--- src/rtl/cnt_pkg.sv ---
// Shared definitions for the counter family: mode encodings and load clamp.
// Used by cnt_updown_mod and future multi-channel counter banks.
package cnt_pkg;

  localparam int CNT_MODE_WRAP = 0;
  localparam int CNT_MODE_SAT  = 1;

  function automatic int unsigned clamp_load(
    input int unsigned d,
    input int unsigned max
  );
    return (d > max - 1) ? max - 1 : d;
  endfunction

endpackage

--- src/rtl/cnt_end_detect.sv ---
// Range-end detector: flags when the next step in direction up crosses an end.
// Shared by terminal-count and next-state logic.
module cnt_end_detect #(
  parameter int M   = 8,
  parameter int MAX = 256
) (
  input  logic [M-1:0] q,
  input  logic         up,
  output logic         at_top,
  output logic         at_bot
);

  localparam int unsigned TOP = MAX - 1;
  localparam logic [M-1:0] TOP_V = TOP[M-1:0];

  assign at_top = up & (q == TOP_V);
  assign at_bot = ~up & (q == '0);

endmodule

--- src/rtl/cnt_updown_mod.sv ---
// Modulo-MAX up/down counter with load, wrap/saturate mode,
// terminal-count strobe for cascading and sticky overflow flag.
module cnt_updown_mod
  import cnt_pkg::*;
#(
  parameter int M   = 8,
  parameter int MAX = 256,
  parameter int SAT = CNT_MODE_WRAP
) (
  input  logic         clk,
  input  logic         rst,
  input  logic         ce,
  input  logic         up,
  input  logic         ld,
  input  logic [M-1:0] d,
  input  logic         clr_ovf,
  output logic [M-1:0] q,
  output logic         tc,
  output logic         ovf
);

  localparam int unsigned TOP = MAX - 1;
  localparam logic [M-1:0] TOP_V = TOP[M-1:0];
  localparam bit SAT_MODE = (SAT == CNT_MODE_SAT);

  logic         at_top;
  logic         at_bot;
  logic [M-1:0] q_nxt;
  logic         ovf_nxt;

  cnt_end_detect #(
    .M   (M),
    .MAX (MAX)
  ) u_end (
    .q      (q),
    .up     (up),
    .at_top (at_top),
    .at_bot (at_bot)
  );

  assign tc = ce & ~ld & (at_top | at_bot);

  always_comb begin
    q_nxt   = q;
    ovf_nxt = ovf;
    if (ld) begin
      q_nxt = M'(clamp_load(32'(d), MAX));
    end else if (ce) begin
      if (up) begin
        if (at_top) q_nxt = SAT_MODE ? q : '0;
        else        q_nxt = q + M'(1);
      end else begin
        if (at_bot) q_nxt = SAT_MODE ? q : TOP_V;
        else        q_nxt = q - M'(1);
      end
    end
    // set beats clear when both land on the same edge
    if (tc)           ovf_nxt = 1'b1;
    else if (clr_ovf) ovf_nxt = 1'b0;
  end

  always_ff @(posedge clk) begin
    if (rst) begin
      q   <= '0;
      ovf <= 1'b0;
    end else begin
      q   <= q_nxt;
      ovf <= ovf_nxt;
    end
  end

endmodule

--- config.mk ---
export PLATFORM = sky130hd
export DESIGN_NAME = cnt_updown_mod
export DESIGN_NICKNAME = d
export VERILOG_FILES = /design/src/rtl/cnt_pkg.sv /design/src/rtl/cnt_end_detect.sv /design/src/rtl/cnt_updown_mod.sv
export SDC_FILE = /design/constraint.sdc
export NUM_CORES = 1
export LEC_CHECK = 0
export BUFFER_PORTS_ARGS = -buffer_cell sky130_fd_sc_hd__buf_2
export CORE_MARGIN = 2
export CORE_UTILIZATION = 55
export DETAILED_ROUTE_END_ITERATION = 8
export PLACE_DENSITY = 0.95
export SLEW_MARGIN = 10
export SYNTH_ARGS = -nofsm -noshare
export SYNTH_HDL_FRONTEND = slang
export SYNTH_HIERARCHICAL = 1
export SYNTH_SLANG_ARGS = --single-unit
--- constraint.sdc ---
create_clock -name clk -period 3.4 [get_ports clk]
set_input_delay 0.34 -clock clk [delete_from_list [all_inputs] [get_ports clk]]
set_output_delay 0.34 -clock clk [all_outputs]
set_load 0.01 [all_outputs]
==> results of run 1 <==
## critical path, stage by stage (launching register included)
cell,delay [ns]
dfxtp_1,0.43
or4_1,0.58
nor4_2,0.59
nor2_1,0.11
nor3_1,0.22
buf_2,0.18
## stage by stage
| step | setup WS [ns] | hold slack [ns] | instances |
|---|---|---|---|
| finish | 0.686 | 0.315 | 156 |
| global route | 0.532 | 0.320 | 156 |
| detailed placement | 0.971 | 0.484 | 152 |
| floorplan | 1.34 | 0.485 | 124 |
| global placement | 1.06 | 0.470 | 152 |
| CTS | 0.720 | 0.318 | 156 |
## sequential cells by signal, summed over array words and instances, names as in the netlist
| name | flops |
|---|---|
| ovf | 1 |
| q | 8 |
## per-layer routing
layer  vias up  part of all wire (%)  routed length, µm
met3        16                    12                287
met5         -                     0                  0
met2        87                    47               1150
li1        500                     -                  -
met4         0                   3.2                 78
met1       474                    39                951
## power by group
part	total, mW	internal, mW	switching [mW]	leakage (nW)
clock network	0.0880	0.0454	0.0426	0.0150
logic	0.101	0.0457	0.0549	0.333
registers	0.138	0.113	0.0250	0.0745
total	0.327	0.204	0.122	0.423
## synthesized netlist by cell type, types with 2 or more instances
cell type,instances,area [µm²]
a211oi_1,2,15.0
a21o_1,2,15.0
a21oi_1,14,70.1
a221oi_1,3,26.3
a311o_1,2,20.0
a41oi_1,2,17.5
and3_1,3,18.8
buf_2,3,15.0
clkbuf_1,7,26.3
dfxtp_1,9,180
ha_1,2,25.0
inv_1,11,41.3
nand2_1,3,11.3
nand3_1,5,25.0
nand4_1,3,18.8
nor2_1,8,30.0
nor2b_1,4,25.0
nor3_1,7,35.0
nor3b_1,4,30.0
nor4_1,2,12.5
o21ai_0,6,30.0
o32ai_1,2,17.5
or3_1,2,12.5
or4_1,2,15.0
## path summary, 6_finish.rpt
kind	from	endpoint	slack, ns	cells after the start
max	q[4]	tc	0.69	5
min	d[0]	q[0]	0.31	3
max reg2reg	q[4]	q[2]	0.92	6
min reg2reg	ovf	ovf	0.50	2
## area by class of cell
type	instances	share of cell area, %
clock buffers	4	2.68
inverters	11	4.20
multi-input cells	92	60.3
flip-flops and latches	9	18.3
well taps	16	2.04
repair buffers	24	12.5
## cells in the final DEF (no fill, tap or decap)
master	instances
a31oi_1	1
o31ai_1	1
nor2b_1	4
o21a_1	1
buf_2	23
nor4_1	2
nand3_1	5
nor4b_1	1
nor3_1	7
a41oi_1	2
a21o_1	2
dfxtp_1	9
o21ai_0	6
nand4_2	1
o221ai_1	1
a21oi_1	14
o221a_2	1
inv_1	11
clkbuf_1	1
nand4_1	3
buf_4	1
or2_2	1
or4_1	2
nor3b_1	4
nand2b_1	1
a21boi_0	1
a211o_1	1
a221oi_1	3
ha_1	2
o32ai_1	2
nor4_2	1
a311o_1	2
o2bb2ai_1	1
or3_1	2
nor2_1	8
nand2_1	3
o41ai_1	1
clkbuf_4	3
a211oi_1	2
and3_1	3
## kinds of logic (layout without fill, tap and decap cells)
| logic type | Yosys count | after routing | share of synthesized area [%] |
|---|---|---|---|
| adder cells (fa/ha/maj) | 2 | 2 | 2.89 |
| flip-flops | 9 | 9 | 20.8 |
| AO/OA/AOI/OAI | 42 | 42 | 33.1 |
| AND/OR/NAND/NOR | 48 | 48 | 32.4 |
| buffers and inverters | 23 | 39 | 10.8 |
==> qor.csv, run 1 <==
metric,value,unit
status,completed,
Wirelength per Cell,15.8,µm
CTS buffer count,3,
First-pass DRT Iterations,5,
input/output buffers,23,
CP Data Required Time,3.06,ns
Mapped Nets,140,
"Max FO, Critical Path",12,
Root Buffer,clkbuf_4,
post-CTS sizing,0,
final net count,157,
total power,0.327,mW
GP Congestion,0.920,
grt ovf,0,
Mapped Area,866,µm²
initial drt markers,73,
Worst setup EP type,output pin,
final core utilization,66.0,%
number of global-route vias before repair,964,
Die Y,43.7,µm
most congested layer reported by global routing,met2,
Power per Cell Area,333,mW/mm²
area grow syn2layout,13.4,%
setup bufs post-CTS,0,
type of origin of the critical path,register,
gr usage total,27.7,%
Post-Syn Instances,124,
initial antenna violation count,0,
critical path arrival,2.37,ns
worst slew pin tran,0.666,ns
"flops & latches, synth",9,
Register Area,180,µm²
minimum clock period,2.71,ns
largest buffer count on any clock path,2,
CTS Sinks,9,
sequential area share after synthesis,20.8,%
first-pass GRT wire length,4060,µm
worst hold path class,in2reg,
setup TNS,0,ns
hold_buf cts,0,
DP Wirelength,1700,µm
met2 Resource Use GR,42.4,%
Synth Area per Inst,6.98,µm²
fmax,368,MHz
routed wire length,2470,µm
Max transition margin,55.3,%
# IOs,24,
post-route cell area,982,µm²
setup violators final,0,
core area,0.00149,mm²
Post-synth EDFFs,0,
unrepaired setup endpoints after global routing,no,
Detail Route Antenna Nets,0,
met3 usage,4.58,%
Yosys cell types,40,
fin. max-slew vios,0,
worst skew pair latency,0.27,ns
Ys Warns,6,
"FFs w/ async S/R, synth",0,%
die area,0.00191,mm²
reported max-cap violation count,0,
largest net degree at the start of global routing,20,
Worst-path clk slew,0.07,ns
period utilization,79.8,%
fillers,125,
drt via density,6.90,
Multi-input gate area,592,µm²
leakage,0.423,nW
starting density of the core,58.2,%
CTS tree,built,
dpl cell area,956,µm²
share of layout cells above drive strength 1,22.1,%
ys flop type,dfxtp_1,
H-Tree Level Count,1,
Peak VDD IR,0.207,mV
antenna fix cells,0,
FP Rows,14,
Fin. Hold Viols,0,
GR Util met1,35.9,%
kind of critical path,reg2out,
Die W,43.7,µm
# DRC,0,
clk_skew,0.00336,ns
Vias,1077,
No activity file was read; power rests on OpenSTA's default activity.
==> inputs of run 2 (changes only) <==
- ABC_AREA: default -> 1
- CORE_UTILIZATION: 55 -> 51
- PLACE_DENSITY: 0.95 -> 0.9
- clock period: 3.4 -> 2.8 ns (I/O delays scaled with it)
==> qor.csv, run 2 <==
metric,value,unit,change
CTS Sinks,9,,unchanged
ys flop type,dfxtp_1,,unchanged
worst slew pin tran,0.467,ns,was 0.666 ns
setup bufs post-CTS,0,,unchanged
highest routed metal layer,met4,,unchanged
# IOs,24,,unchanged
Fin. Hold Viols,0,,unchanged
"commonest non-fill, non-tap cell in the layout",nand2_1,,was buf_2
top cell type's share of synthesized area,20.3,%,was 20.8%
CTS buffer count,3,,unchanged
gr usage total,24.6,%,was 27.7%
type of origin of the critical path,register,,unchanged
area grow syn2layout,15.5,%,was 13.4%
FP Rows,15,,was 14
post-CTS sizing,0,,unchanged
number of global-route vias before repair,938,,was 964
clk_skew,0.00431,ns,was 0.00336 ns
cells along the critical path,"nand3_1, nor2_1, o21ai_0, inv_1, buf_2",,"was or4_1, nor4_2, nor2_1, nor3_1, buf_2"
reg2reg setup slack,1.16,ns,was 0.92 ns
routed wire length,2300,µm,was 2470 µm
Synth area leaders,"dfxtp_1 (20%), nand2_1 (20%), nand3_1 (7.9%)",,"was dfxtp_1 (21%), a21oi_1 (8.1%), inv_1 (4.8%)"
Vias,1058,,"was 1,077"
slowest CP cell,dfxtp_1,,was nor4_2
CP endpoint,tc,,unchanged
setup TNS,0,ns,unchanged
final core utilization,61.3,%,was 66.0%
worst hold path class,in2reg,,unchanged
sequential area share after synthesis,20.3,%,was 20.8%
Seq pwr share,40.7,%,was 42.3%
Mapped Area,886,µm²,was 866 µm²
First-pass DRT Iterations,4,,was 5
starting density of the core,53.0,%,was 58.2%
worst skew pair latency,0.26,ns,was 0.27 ns
most frequent cells in the layout,"nand2_1 (47), buf_2 (23), inv_1 (16), nor2_1 (15), nand3_1 (14)",,"was buf_2 (23), a21oi_1 (14), inv_1 (11), dfxtp_1 (9), nor2_1 (8)"
biggest regs,"q: 8 flops, ovf: 1 flops",,unchanged
# DRC,0,,unchanged
grt ovf,0,,unchanged
period utilization,69.0,%,
core area,0.00167,mm²,was 0.00149 mm²
met1 wire length,965,µm,was 951 µm
final net count,191,,was 157
Largest register FFs,8,,unchanged
internal power,0.243,mW,was 0.204 mW
"count leader, synth",nand2_1,,was a21oi_1
largest incremental delay on the critical path,0.61,ns,was 0.59 ns
Power per Cell Area,382,mW/mm²,was 333 mW/mm²
antenna fix cells,0,,unchanged
Wirelength per Cell,12.0,µm,was 15.8 µm
Worst setup EP type,output pin,,unchanged
CTS tree,built,,unchanged
drt via density,5.54,,was 6.90
Max transition margin,68.8,%,was 55.3%
minimum clock period,1.93,ns,
metal3 WL,168,µm,was 287 µm
share of layout cells above drive strength 1,25.9,%,was 22.1%
Biggest register,q,,unchanged
final hold slack,0.273,ns,was 0.315 ns
Critical R2R Capture,q[4],,was q[2]
Combinational Power Share,33.8,%,was 30.8%
Ys Warns,6,,unchanged
"flops & latches, synth",9,,unchanged
initial drt markers,38,,was 73
first-pass GRT wire length,3840,µm,was 4060 µm
CP Data Required Time,2.52,ns,was 3.06 ns
initial antenna violation count,0,,unchanged
"FFs w/ async S/R, synth",0,%,unchanged
met2 WL,1120,µm,was 1150 µm
status,completed,,unchanged
R2R depth,9,,was 6
Post-synth EDFFs,0,,unchanged
kind of critical path,reg2out,,unchanged
Yosys cell types,24,,was 40
H-Tree Level Count,1,,unchanged
R2R Path Start,q[2],,was q[4]
Clock Power Share,25.6,%,was 26.9%
fin. max-slew vios,0,,unchanged
leakage,0.511,nW,was 0.423 nW
critical path arrival,1.65,ns,was 2.37 ns
Synth area leader,dfxtp_1,,unchanged
"Max FO, Critical Path",11,,was 12
Root Buffer,clkbuf_4,,unchanged
Worst-path clk slew,0.06,ns,was 0.07 ns
Post-Syn Instances,151,,was 124
Mapped Nets,167,,was 140
Synth Area per Inst,5.87,µm²,was 6.98 µm²
reported max-cap violation count,0,,unchanged
largest net degree at the start of global routing,12,,was 20
Setup crit start,q[2],,was q[4]
die area,0.00209,mm²,was 0.00191 mm²
GP Congestion,0.874,,was 0.920
Peak VDD IR,0.266,mV,was 0.207 mV
Die Y,45.7,µm,was 43.7 µm
sw power,0.147,mW,was 0.122 mW
largest buffer count on any clock path,2,,unchanged
Post-synth top cells,"nand2_1 (47), inv_1 (16), nor2_1 (15), nand3_1 (14), dfxtp_1 (9)",,"was a21oi_1 (14), inv_1 (11), dfxtp_1 (9), nor2_1 (8)"
setup violators final,0,,unchanged
Detail Route Antenna Nets,0,,unchanged
Die W,45.7,µm,was 43.7 µm
fmax,518,MHz,
hold_buf cts,0,,unchanged
DP Wirelength,1730,µm,was 1700 µm
unrepaired setup endpoints after global routing,no,,unchanged
Sw Ratio,37.7,%,was 37.5%
input/output buffers,23,,unchanged
-- run 2: how the worst min path moves through the flow --
stage | startpoint | endpoint | depth (start not counted)
floorplan | clr_ovf | ovf | 3
global placement | ovf | ovf | 2
detailed placement | ovf | ovf | 2
CTS | clr_ovf | ovf | 4
global route | clr_ovf | ovf | 4
finish | clr_ovf | ovf | 4
-- run 2: cell type report --
type | count | area [µm²]
inverters | 21 | 78.8
multi-input cells | 117 | 602
well taps | 17 | 21.3
repair buffers | 23 | 115
flip-flops and latches | 9 | 180
clock buffers | 4 | 26.3
fillers | 145 | 647
-- run 2: kinds of logic (layout without fill, tap and decap cells) --
family | after synthesis | in the layout | synth area share [%]
fa+ha+maj | 2 | 2 | 2.82
buf+inv | 25 | 48 | 11.7
flops | 9 | 9 | 20.3
xor+xnor | 1 | 1 | 0.989
compound gates | 25 | 25 | 17.7
simple gates | 89 | 89 | 46.5
-- run 2: worst max-delay path, delay by kind of cell (launching register included) --
| kind | cells | cell delay (ns) |
|---|---|---|
| compound gates | 1 | 0.17 |
| flops | 1 | 0.61 |
| simple gates | 2 | 0.43 |
| buf+inv | 2 | 0.19 |
-- run 2: metal layers --
metal | vias up | track usage [%]
li1 | 534 | -
met1 | 453 | 31.6
met2 | 63 | 40.3
met3 | 8 | 1.19
met4 | 0 | 14.1
met5 | - | 0
-- run 2: power groups by stage --
stage,logic [mW],registers (mW),clock network [mW]
2_1_floorplan,0.0965,0.157,0
6_report,0.132,0.159,0.0999
3_5_place_dp,0.129,0.161,0
4_1_cts,0.130,0.158,0.103
3_3_place_gp,0.127,0.161,0
5_1_grt,0.148,0.161,0.107
-- run 2: through the flow --
step	setup WS [ns]	area, µm²	power [mW]	instances
final	0.868	1020	0.391	191
after global routing	0.753	1020	0.415	191
after CTS	0.883	1020	0.392	191
after detailed placement	1.19	997	0.290	187
after global placement	1.22	997	0.288	187
after floorplan	1.32	886	0.254	151
